$ cat src/rtl/seg_pkg.sv
// Shared types for the seven-segment scan driver: frame layout and FSM states.
package seg_pkg;

  localparam int SEG_W        = 7;
  localparam int N_DIGITS_DEF = 2;

  typedef logic [N_DIGITS_DEF-1:0][SEG_W-1:0] seg_frame_t;

  typedef enum logic {
    IDLE = 1'b0,
    SCAN = 1'b1
  } state_t;

endpackage

$ cat src/rtl/seg_scan_timer.sv
// Digit dwell counter (div) and digit index (idx) for the scan; flags the last
// cycle of a frame so the display register can swap without tearing.
module seg_scan_timer #(
  parameter int N_DIGITS    = 2,
  parameter int REFRESH_DIV = 4,
  parameter int IDX_W       = (N_DIGITS > 1) ? $clog2(N_DIGITS) : 1,
  parameter int DIV_W       = $clog2(REFRESH_DIV)
) (
  input  logic             clk,
  input  logic             rst,
  input  logic             run,
  output logic [IDX_W-1:0] idx,
  output logic [DIV_W-1:0] div,
  output logic             frame_end
);

  localparam logic [DIV_W-1:0] DIV_LAST = DIV_W'(REFRESH_DIV - 1);
  localparam logic [IDX_W-1:0] IDX_LAST = IDX_W'(N_DIGITS - 1);

  always_ff @(posedge clk or posedge rst) begin
    if (rst) begin
      idx <= '0;
      div <= '0;
    end else if (run) begin
      if (div == DIV_LAST) begin
        div <= '0;
        idx <= (idx == IDX_LAST) ? '0 : idx + 1'b1;
      end else begin
        div <= div + 1'b1;
      end
    end
  end

  assign frame_end = run && (div == DIV_LAST) && (idx == IDX_LAST);

endmodule

$ cat src/rtl/seg_scan_drive.sv
// Multiplexed seven-segment driver: double-buffered frames (pend -> disp) that
// swap only at frame boundaries, one dead cycle per digit dwell, registered blank.
module seg_scan_drive #(
  parameter int N_DIGITS    = 2,
  parameter int SEG_W       = 7,
  parameter int REFRESH_DIV = 4
) (
  input  logic                             clk,
  input  logic                             rst,
  input  logic                             s_valid,
  output logic                             s_ready,
  input  logic [N_DIGITS-1:0][SEG_W-1:0]   s_data,
  input  logic                             blank,
  output logic [N_DIGITS-1:0]              an,
  output logic [SEG_W-1:0]                 seg
);

  import seg_pkg::*;

  localparam int IDX_W = (N_DIGITS > 1) ? $clog2(N_DIGITS) : 1;
  localparam int DIV_W = $clog2(REFRESH_DIV);

  state_t                         state;
  logic [N_DIGITS-1:0][SEG_W-1:0] pend;
  logic [N_DIGITS-1:0][SEG_W-1:0] disp;
  logic                           pend_valid;
  logic                           blank_q;
  logic [IDX_W-1:0]               idx;
  logic [DIV_W-1:0]               div;
  logic                           frame_end;
  logic                           accept;

  // Valid/ready: a frame transfers on any rising edge where s_valid && s_ready;
  // s_ready is high exactly when the pending slot is empty, and the producer
  // must hold s_data stable while s_valid is high and s_ready is low.
  assign s_ready = !pend_valid;
  assign accept  = s_valid && s_ready;

  seg_scan_timer #(
    .N_DIGITS    (N_DIGITS),
    .REFRESH_DIV (REFRESH_DIV),
    .IDX_W       (IDX_W),
    .DIV_W       (DIV_W)
  ) u_timer (
    .clk       (clk),
    .rst       (rst),
    .run       (state == SCAN),
    .idx       (idx),
    .div       (div),
    .frame_end (frame_end)
  );

  // The pending slot is only cleared when full and only loaded when empty,
  // so the consume and accept updates below never collide.
  always_ff @(posedge clk or posedge rst) begin
    if (rst) begin
      state      <= IDLE;
      pend       <= '0;
      pend_valid <= 1'b0;
      disp       <= '0;
      blank_q    <= 1'b0;
    end else begin
      blank_q <= blank;
      case (state)
        IDLE: begin
          if (pend_valid) begin
            disp       <= pend;
            pend_valid <= 1'b0;
            state      <= SCAN;
          end
        end
        SCAN: begin
          if (frame_end && pend_valid) begin
            disp       <= pend;
            pend_valid <= 1'b0;
          end
        end
        default: state <= IDLE;
      endcase
      if (accept) begin
        pend       <= s_data;
        pend_valid <= 1'b1;
      end
    end
  end

  // Decode from registers only; div==0 is the dead cycle between digits.
  always_comb begin
    an  = '0;
    seg = '0;
    if (state == SCAN && div != '0 && !blank_q) begin
      an[idx] = 1'b1;
      seg     = disp[idx];
    end
  end

endmodule

$ cat config.mk
export PLATFORM = sky130hd
export DESIGN_NAME = seg_scan_drive
export DESIGN_NICKNAME = d
export VERILOG_FILES = /design/src/rtl/seg_pkg.sv /design/src/rtl/seg_scan_timer.sv /design/src/rtl/seg_scan_drive.sv
export SDC_FILE = /design/constraint.sdc
export NUM_CORES = 1
export LEC_CHECK = 0
export BUFFER_PORTS_ARGS = -buffer_cell sky130_fd_sc_hd__buf_4
export CAP_MARGIN = 0
export CORE_MARGIN = 2
export CORE_UTILIZATION = 53
export CTS_CLUSTER_DIAMETER = 100
export DETAILED_ROUTE_END_ITERATION = 12
export GPL_TIMING_DRIVEN = 0
export PLACE_DENSITY_LB_ADDON = 0.3
export SYNTH_ARGS = -nofsm -noshare
export SYNTH_HDL_FRONTEND = slang
export SYNTH_HIERARCHICAL = 1
export SYNTH_SLANG_ARGS = --single-unit
$ cat constraint.sdc
create_clock -name clk -period 2.2 [get_ports clk]
set_input_delay 0 -clock clk [delete_from_list [all_inputs] [get_ports clk]]
set_output_delay 0 -clock clk [all_outputs]
set_load 0.005 [all_outputs]
==> impl_results.md, run 1 <==
* Starting Density at 57.2%
* CORE AREA at 2520 sq um
* Clk_lat worst skew at 0.33 ns
* Final setup violation count at 0
* CTS Buffer Depth at 2
* Crit-path slowest cell: dfrtp_1
* RR Endpoint: disp[11]
* WS Path Type: register to register
* ANT cells at 0
* Global route hottest layer: met2
* Sw Pwr at 0.647 mW
* RSZ-0062 raised after global routing: no
* R2r setup slk at 0.37 ns
* Post-route minimum period at 1.83 ns
* Mapped Cells at 101
* Maxcap violations at 0
* GP Congestion at 0.770
* Worst Hold Class: input pin to async pin
* Critical path startpoint category: register
* Die Span Y at 56.2 microns
* Hold Vio Cnt, Final at 0
* Share of layout cells above drive strength 1 at 45.7%
* Slowest cell delay on critical path at 0.42 ns
* Clk pwr share at 14.7%
* Dpl cell area at 1680 sq um
* Met2 Usage GRT at 32.4%
* Num CTS Buffers at 5
* Worst-Margin Slew at 1.15 ns
* Total Wirelength at 2620 microns
* Hpwl dp at 1740 microns
* Critical path fanouts, max at 10
* Syn nets at 120
* Max-slew violation count at 0
* Worst IR Drop VDD at 836 uV
* IO Pins at 28
* Vias at 928
* Worst reg2reg path depth at 5
* Overall Power at 2.25 mW
* Clk_skew at 0.00537 ns
* Root buffer cell: clkbuf_4
* CTS tree: done
* WP buf/inv at 1
* DRT iter0 DRCs at 23
* WL per Instance at 14.5 microns
* Crit-path cells: ha_1 > and3_2 > o21ai_2 > buf_6 > mux2_2
* Synth-to-layout area growth at 32.0%
* Leak Pwr at 0.923 nW
* Die width at 56.2 microns
* Critical path arrival at 2.05 ns
* Status: finished clean
* DRC at 0
* Area of the die at 3160 sq um
* Largest net degree at the start of global routing at 32
* Buffers inserted by post-CTS timing repair at 0
* Share of the yosys chip area belonging to registers at 58.9%
* FP Rows at 18
* Met3 Use GR at 7.91%
* Worst setup path end: disp[11]
* Vias in the first global route at 1036
* Internal power at 1.60 mW
* Critical path startpoint: u_timer/div[0]
* Vias per inst at 5.13
* Critical Path RT at 2.42 ns
* Global route overflow at 0
* #FFs+latches synth at 34
* ANT nets after route at 0
* Cells after DPL at 158
* Core Util, Final at 75.5%
* Cell variety after synth at 17
* Peak Freq at 546 MHz
* H-tree depth at 2
* First-pass GRT wire length at 4770 microns
* Max-Slew Margin vs Limit at 23.3%
* Net Sw Frac at 28.8%
* DR pass1 iterations at 4
* Worst setup EP type: register
* IO buf count at 27
* Clock transition at path regs at 0.09 ns
* Avg Inst Size Synth at 14.3 sq um
* Setup TNS at 0 ns
* Pwr/cell area at 1180 nW/um^2
* Sequential power share at 48.2%
* Initial antenna violation count at 0
* Fin area at 1910 sq um
* Final period util at 83.3%
* Worst reg2reg startpoint: u_timer/div[0]
* Synth warn at 6
* Crit path max-delay family: flip-flops
* Total GRT Usage at 20.2%
* Netlist Area Pre-Place at 1440 sq um
* Clock sink count at 34
* Cts hold-fix bufs at 17
* Nets at 171
* Critical path depth at 5
* GR Layer Usage met1 at 24.3%
* CTS resizes at 0
* Final cell count without fillers at 181
* Logic pwr share at 37.1%
## cell usage after synthesis
cell	count	area share [%]
and3_2	1	0.52
buf_2	2	0.69
buf_6	3	2.3
dfrtp_1	34	59
ha_1	1	0.87
inv_1	5	1.3
mux2_2	25	19
mux2_4	4	4.2
mux2i_1	8	5.5
nand2_1	2	0.52
nand2b_1	1	0.43
nor2_1	10	2.6
nor2b_1	1	0.43
o21a_1	1	0.52
o21ai_2	1	0.61
or3_1	1	0.43
xnor2_1	1	0.61
## layer usage
metal | part of all wire [%] | up-vias | routed length (microns)
li1 | - | 440 | -
met1 | 42 | 459 | 1100
met2 | 51 | 20 | 1330
met3 | 4.7 | 9 | 122
met4 | 2.5 | 0 | 66
met5 | 0 | - | 0
## cell families after synthesis
group                    Yosys count  share of synthesized area, %
AO/OA/AOI/OAI                      2                          1.13
flip-flops                        34                          58.9
AND/OR/NAND/NOR                   16                          4.94
buffers and inverters             10                          4.33
multiplexers                      37                          29.2
adder cells (fa/ha/maj)            1                         0.866
XOR/XNOR                           1                         0.607
## cell type report
type                            instances  area [sq um]
Clock buffer                            6          51.3
Tap cell                               30          37.5
Fill cell                             168           617
Multi-Input combinational cell         57           531
Timing Repair Buffer                   44           373
Inverter                                5          18.8
Buffer                                  5          43.8
Sequential cell                        34           851
## flip-flops by register name, summed over array words and instances (netlist names)
| name | count |
|---|---|
| pend_valid | 1 |
| state | 1 |
| pend | 14 |
| u_timer/idx | 1 |
| blank_q | 1 |
| disp | 14 |
| u_timer/div | 2 |
## tightest hold or removal path, cell delays in order
cell and delay [ns]:
dlygate4sd3_1 0.53, buf_4 0.13, inv_1 0.13
## worst min path at each step
stage                           endpoint  cells past startpoint  slack (ns)  start
final                     u_timer/div[0]                      3        0.10    rst
after global routing      u_timer/div[0]                      3        0.10    rst
after CTS                    u_timer/idx                      3        0.09    rst
after detailed placement  u_timer/div[0]                      2       -0.10    rst
after global placement    u_timer/div[1]                      2       -0.12    rst
after floorplan           u_timer/div[0]                      1       -0.25    rst
## metrics by stage
stage          hold WS, ns  worst slack, ns
2_1_floorplan       -0.246            0.530
3_3_place_gp        -0.120            0.392
3_5_place_dp        -0.102            0.371
4_1_cts             0.0855            0.354
5_1_grt              0.101            0.264
6_report             0.102            0.367
## layout by cell type, fill, tap and decap left out, types with 3 or more instances in the layout
master and n:
dfrtp_1 34, clkbuf_4 5, mux2_2 25, dlygate4sd3_1 17
buf_6 3, mux2i_1 8, mux2_4 4, inv_1 5
buf_4 27, nor2_1 10
## power by group through the flow
| stage | logic (mW) | clock network (mW) | registers (mW) |
|---|---|---|---|
| after CTS | 0.847 | 0.347 | 1.09 |
| after floorplan | 0.610 | 0 | 1.04 |
| after global routing | 0.924 | 0.376 | 1.12 |
| after detailed placement | 0.819 | 0 | 1.10 |
| final | 0.834 | 0.331 | 1.08 |
| after global placement | 0.788 | 0 | 1.08 |
Note: power is estimated with default switching activity, not from simulation.
==> run 2: changes to the inputs <==
- ABC_AREA: not set -> 1
- CORE_UTILIZATION: 53 -> 50
- clock period: 2.2 -> 1.5 ns (I/O delays scaled with it)
==> run 2 against run 1 <==
- via count rose by 46%
- global-route usage down 1.9 points
- count of clock-buffer cells in the layout rose by 1
- sequential share of layout area down 6.5 points
- total power is 66% higher
- synthesized cell count up 100%
- first-iteration DRC count grew to 2.7 times the previous value
- non-clock buffer count rose by 9
- clock skew rose by 0.0057 ns
==> impl_results.md, run 2 <==
* Cell variety after synth at 14
* ANT cells at 0
* Critical path startpoint category: register
* Critical Path RT at 1.50 ns
* Pwr/cell area at 1670 nW/um^2
* Worst setup EP type: output port
* Critical path arrival at 1.41 ns
* Final worst slack at 0.0947 ns
* Avg Inst Size Synth at 8.27 sq um
* Clk_lat worst skew at 0.34 ns
* Mapped Cells at 204
* Global route overflow at 0
* Core Util, Final at 68.0%
* Hpwl dp at 2140 microns
* Die width at 62.1 microns
* Most common cell after layout, fill and taps aside: nand2_1
* DRT iter0 DRCs at 63
* Setup TNS at 0 ns
* FP Rows at 21
* Worst Hold Class: input pin to async pin
* Initial antenna violation count at 0
* Largest net degree at the start of global routing at 32
* Leak Pwr at 1.22 nW
* WS Path Type: register to output port
* Worst-Margin Slew at 0.638 ns
* H-tree depth at 2
* Vias in the first global route at 1256
* IO buf count at 26
* Async set-reset flop share out of synthesis at 100%
* Top-count cell post-synth: nand2_1
* Synth warn at 6
* Biggest area consumer among synthesized cells: dfrtp_1
* Nets at 279
* Syn nets at 223
* Commonest non-fill, non-tap cells in the layout: nand2_1, buf_4, dfrtp_1
* Starting Density at 51.4%
* Hold Vio Cnt, Final at 0
* #FFs+latches synth at 34
* Status: finished clean
* CTS tree: done
* CTS Buffer Depth at 2
* Fin area at 2230 sq um
* ANT nets after route at 0
* Vias per inst at 4.40
* Final setup violation count at 0
* Num CTS Buffers at 5
* Vias at 1351
* Dpl cell area at 1940 sq um
* Clock transition at path regs at 0.09 ns
* Final period util at 93.7%
* Max-slew violation count at 0
* Crit path max-delay family: flip-flops
* Worst IR Drop VDD at 764 uV
* Post-synth top cells: nand2_1, dfrtp_1, nand3_1, nor2_1, inv_1
* Area of the die at 3860 sq um
* Crit-path cells: buf_6 > buf_6 > nor2_1 > nor2_1 > nor2_1 > buf_4
* Post-route minimum period at 1.41 ns
* Crit-path slowest cell: dfrtp_1
* Final cell count without fillers at 307
* Post-synth top flop: dfrtp_1
* Share of the yosys chip area belonging to registers at 50.4%
* WP buf/inv at 3
* Synth-to-layout area growth at 32.2%
* Top Registers: disp (14), pend (14), u_timer/div (2)
* Cells after DPL at 276
* Dpl ws at 0.113 ns
* CORE AREA at 3280 sq um
* Share of layout cells above drive strength 1 at 29.1%
* Number of synthesized flops with an enable pin at 0
* Critical path fanouts, max at 10
* Most common cell on crit path: nor2_1
* GP Congestion at 0.804
* Max-Slew Margin vs Limit at 57.4%
* IO Pins at 28
* Total GRT Usage at 18.3%
* Netlist Area Pre-Place at 1690 sq um
* Synth top area share at 50.4%
* DRC at 0
* First-pass GRT wire length at 5480 microns
* Peak Freq at 712 MHz
* DR pass1 iterations at 4
* Root buffer cell: clkbuf_4
* WL per Instance at 10.3 microns
* Slowest cell delay on critical path at 0.42 ns
* # fillers at 268
* Total Wirelength at 3170 microns
* Clk_skew at 0.0110 ns
* Largest cells by area after synthesis: dfrtp_1, nand2_1, nand3_1
* Die Span Y at 62.1 microns
* Maxcap violations at 0
* Clock sink count at 34
[run 2: area by class of cell]
class | instances | area (sq um) | share of cell area [%]
well taps | 46 | 57.6 | 2.58
clock buffers | 7 | 55.1 | 2.47
multi-input cells | 137 | 649 | 29.1
inverters | 24 | 101 | 4.54
repair buffers | 48 | 405 | 18.2
plain buffers | 10 | 106 | 4.76
flip-flops and latches | 34 | 852 | 38.2
clock inverters | 1 | 5.00 | 0.224
[run 2: cells by family after synthesis]
kind of cell	share of synthesized area (%)
buffers and inverters	12.1
adder cells (fa/ha/maj)	0.741
AND/OR/NAND/NOR	36.5
flip-flops	50.4
AO/OA/AOI/OAI	0.296
[run 2: repair_timing]
item / CTS / global route
hold buffers: 18 / 0
resized for setup: 1 / 5
cloned: 0 / 1
endpoints found under the hold margin: 50 / 0
buffers inserted: 0 / 4
pin swaps: 0 / 2
endpoints found under the setup margin: 1 / 20
[run 2: final timing paths]
path	startpoint	endpoint	slack [ns]	depth (start not counted)
min	rst	u_timer/idx	0.12	3
max reg2reg	pend_valid	pend[2]	0.10	5
max in group asynchronous	rst	state	0.79	3
min in group clk	blank	blank_q	0.31	2
max	u_timer/idx	seg[2]	0.09	6
min reg2reg	disp[4]	disp[4]	0.48	2
[run 2: per-stage QoR]
stage / hold slack (ns) / total power, mW
2_1_floorplan: -0.246 / 2.68
3_5_place_dp: -0.109 / 3.10
5_1_grt: 0.119 / 4.07
3_3_place_gp: -0.120 / 3.04
6_report: 0.118 / 3.72
4_1_cts: 0.0804 / 3.65
[run 2: power breakdown]
part	internal (mW)	switching, mW	leakage (nW)
logic	0.768	0.889	0.766
clock network	0.227	0.292	0.0353
registers	1.30	0.243	0.421
total	2.30	1.42	1.22
[run 2: worst register-to-register path, delay by kind of cell (launching register included)]
kind                   cells  cell delay (ns)
buffers and inverters      3             0.81
DFF                        1             0.39
and+or+nand+nor            2             0.15
[run 2: per-layer routing]
metal  routed length [microns]  global-route usage, %
met4                        54                   7.50
met3                       145                   5.98
met2                      1530                   29.6
met1                      1440                   22.6
met5                         0                      0
==> run 3: changes to the inputs <==
- ABC_AREA: 1 -> not set
- CORE_MARGIN: 2 -> not set
- CORE_UTILIZATION: 50 -> 53
- clock period: 1.5 -> 1.3 ns (I/O delays scaled with it)
==> run 3 against run 2 <==
- critical path depth shrank 1
- worst setup slack lost 0.35 ns
- wire length grew 1.6%
- final area fell by 1.1%
- highest routed layer unchanged
- the run now ends with negative setup slack left
- critical path type is now register to register
- largest cell class unchanged
- critical endpoint is now disp[6]
==> impl_results.md, run 3 (synthesized netlist as in run 1, its figures left out) <==
* Status: finished with violations
* Failing checks: negative setup slack
* IO Pins at 28
* R2r setup slk at -0.25 ns
* Worst IR Drop VDD at 1590 uV
* Num CTS Buffers at 5
* Critical path arrival at 1.76 ns
* Vias at 983
* Die Span Y at 54.2 microns
* Worst Hold Class: input pin to async pin
* Max-Slew Margin vs Limit at 72.4%
* Core Util, Final at 87.5%
* Final worst slack at -0.252 ns
* Critical path startpoint category: register
* ANT cells at 0
* Clk_skew at 0.0107 ns
* Final period util at 119%
* Largest net degree at the start of global routing at 32
* DR pass1 iterations at 4
* Clock transition at path regs at 0.09 ns
* Max-slew violation count at 0
* WL per Instance at 16.9 microns
* RR Endpoint: disp[6]
* Critical path startpoint: u_timer/div[0]
* IO buf count at 27
* GP Congestion at 0.724
* WS Path Type: register to register
* Final setup violation count at 24
* Hold Vio Cnt, Final at 0
* Sequential power share at 41.4%
* Global route overflow at 0
* Top Registers: disp (14), pend (14), u_timer/div (2)
* CORE AREA at 2520 sq um
* DRC at 0
* Worst reg2reg startpoint: u_timer/div[0]
* Peak Freq at 644 MHz
* DRT iter0 DRCs at 8
* Worst reg2reg path depth at 5
* Total Wirelength at 3220 microns
* CTS tree: done
* CTS Buffer Depth at 2
* Vias in the first global route at 1037
* Logic pwr share at 47.2%
* Worst-Margin Slew at 0.413 ns
* Net Sw Frac at 31.9%
* ANT nets after route at 0
* Area of the die at 2940 sq um
* Commonest non-fill, non-tap cells in the layout: dfrtp_1, buf_4, mux2_4, dlygate4sd3_1, buf_6
* Leak Pwr at 1.06 nW
* Die width at 54.2 microns
* Pwr/cell area at 2080 nW/um^2
* Cells after DPL at 158
* Worst setup path end: disp[6]
* Critical Path RT at 1.51 ns
* # fillers at 102
* Share of layout cells above drive strength 1 at 60.2%
* Post-route minimum period at 1.55 ns
* Maxcap violations at 0
* Hpwl dp at 1650 microns
* Most common cell after layout, fill and taps aside: dfrtp_1
* Critical path fanouts, max at 5
* FP Rows at 18
* Clock sink count at 34
* Nets at 180
* Fin Hold WS at 0.223 ns
* Root buffer cell: clkbuf_4
* Worst setup EP type: register
* RSZ-0062 raised after global routing: yes
* Sw Pwr at 1.46 mW
* H-tree depth at 2
* Starting Density at 57.2%
* Setup TNS at -4.95 ns
* Internal power at 3.13 mW
* Total GRT Usage at 24.9%
* Clk_lat worst skew at 0.33 ns
* Final cell count without fillers at 191
* Vias per inst at 5.15
* First-pass GRT wire length at 4850 microns
* Synth-to-layout area growth at 52.9%
* Clk pwr share at 11.4%
* Initial antenna violation count at 0
==> run 3: per-stage QoR <==
stage | instance area [sq um] | power (mW) | worst slack [ns]
finish | 2210 | 4.59 | -0.252
global route | 2210 | 4.86 | -0.290
CTS | 2090 | 4.30 | -0.219
detailed placement | 1700 | 3.27 | -0.402
global placement | 1700 | 3.18 | -0.379
floorplan | 1460 | 2.82 | -0.264
==> run 3: layer usage <==
metal	wire, microns	up-vias	share of wire, %	global-route usage, %
met5	0	-	0	0
met4	32	0	0.99	11.5
met1	1430	497	44	31.0
li1	-	461	-	-
met3	96	4	3.0	7.34
met2	1660	21	52	39.4
==> run 3: power by group through the flow <==
stage / sequential, mW / combinational (mW) / clock, mW
2_1_floorplan: 1.77 / 1.05 / 0
3_3_place_gp: 1.83 / 1.35 / 0
3_5_place_dp: 1.86 / 1.41 / 0
4_1_cts: 1.86 / 1.89 / 0.555
5_1_grt: 1.96 / 2.30 / 0.597
6_report: 1.90 / 2.17 / 0.525
==> run 3: cell type report <==
| cell class | count | area [sq um] | share of cell area, % |
|---|---|---|---|
| Sequential cell | 34 | 853 | 38.7 |
| Multi-Input combinational cell | 57 | 682 | 30.9 |
| Timing Repair Buffer | 54 | 519 | 23.5 |
| Buffer | 4 | 48.8 | 2.21 |
| Clock buffer | 5 | 37.5 | 1.70 |
| Tap cell | 30 | 37.5 | 1.70 |
| Inverter | 5 | 18.8 | 0.850 |
| Clock inverter | 2 | 10.0 | 0.454 |
==> run 3: worst min path at each step <==
stage          startpoint              to  slack (ns)  cells past startpoint
5_1_grt               rst         pend[0]        0.24                      3
6_report              rst         disp[0]        0.22                      3
2_1_floorplan         rst  u_timer/div[0]       -0.25                      1
3_5_place_dp          rst  u_timer/div[1]       -0.11                      2
3_3_place_gp          rst  u_timer/div[1]       -0.12                      2
4_1_cts               rst        disp[10]      0.0007                      2
==> run 3: worst max-delay path: stages, from the launching register on <==
cell	delay (ns)
dfrtp_1	0.41
ha_2	0.21
and3_4	0.15
o21ai_4	0.19
buf_6	0.18
mux2_4	0.31
==> run 3: timing repair <==
action / CTS / global route
hold endpoints to repair: 19 / 27
resized for setup: 40 / 21
hold buffers: 17 / 1
cloned: 2 / 0
setup buffers: 6 / 2
setup endpoints to repair: 34 / 34
pin swaps: 7 / 3
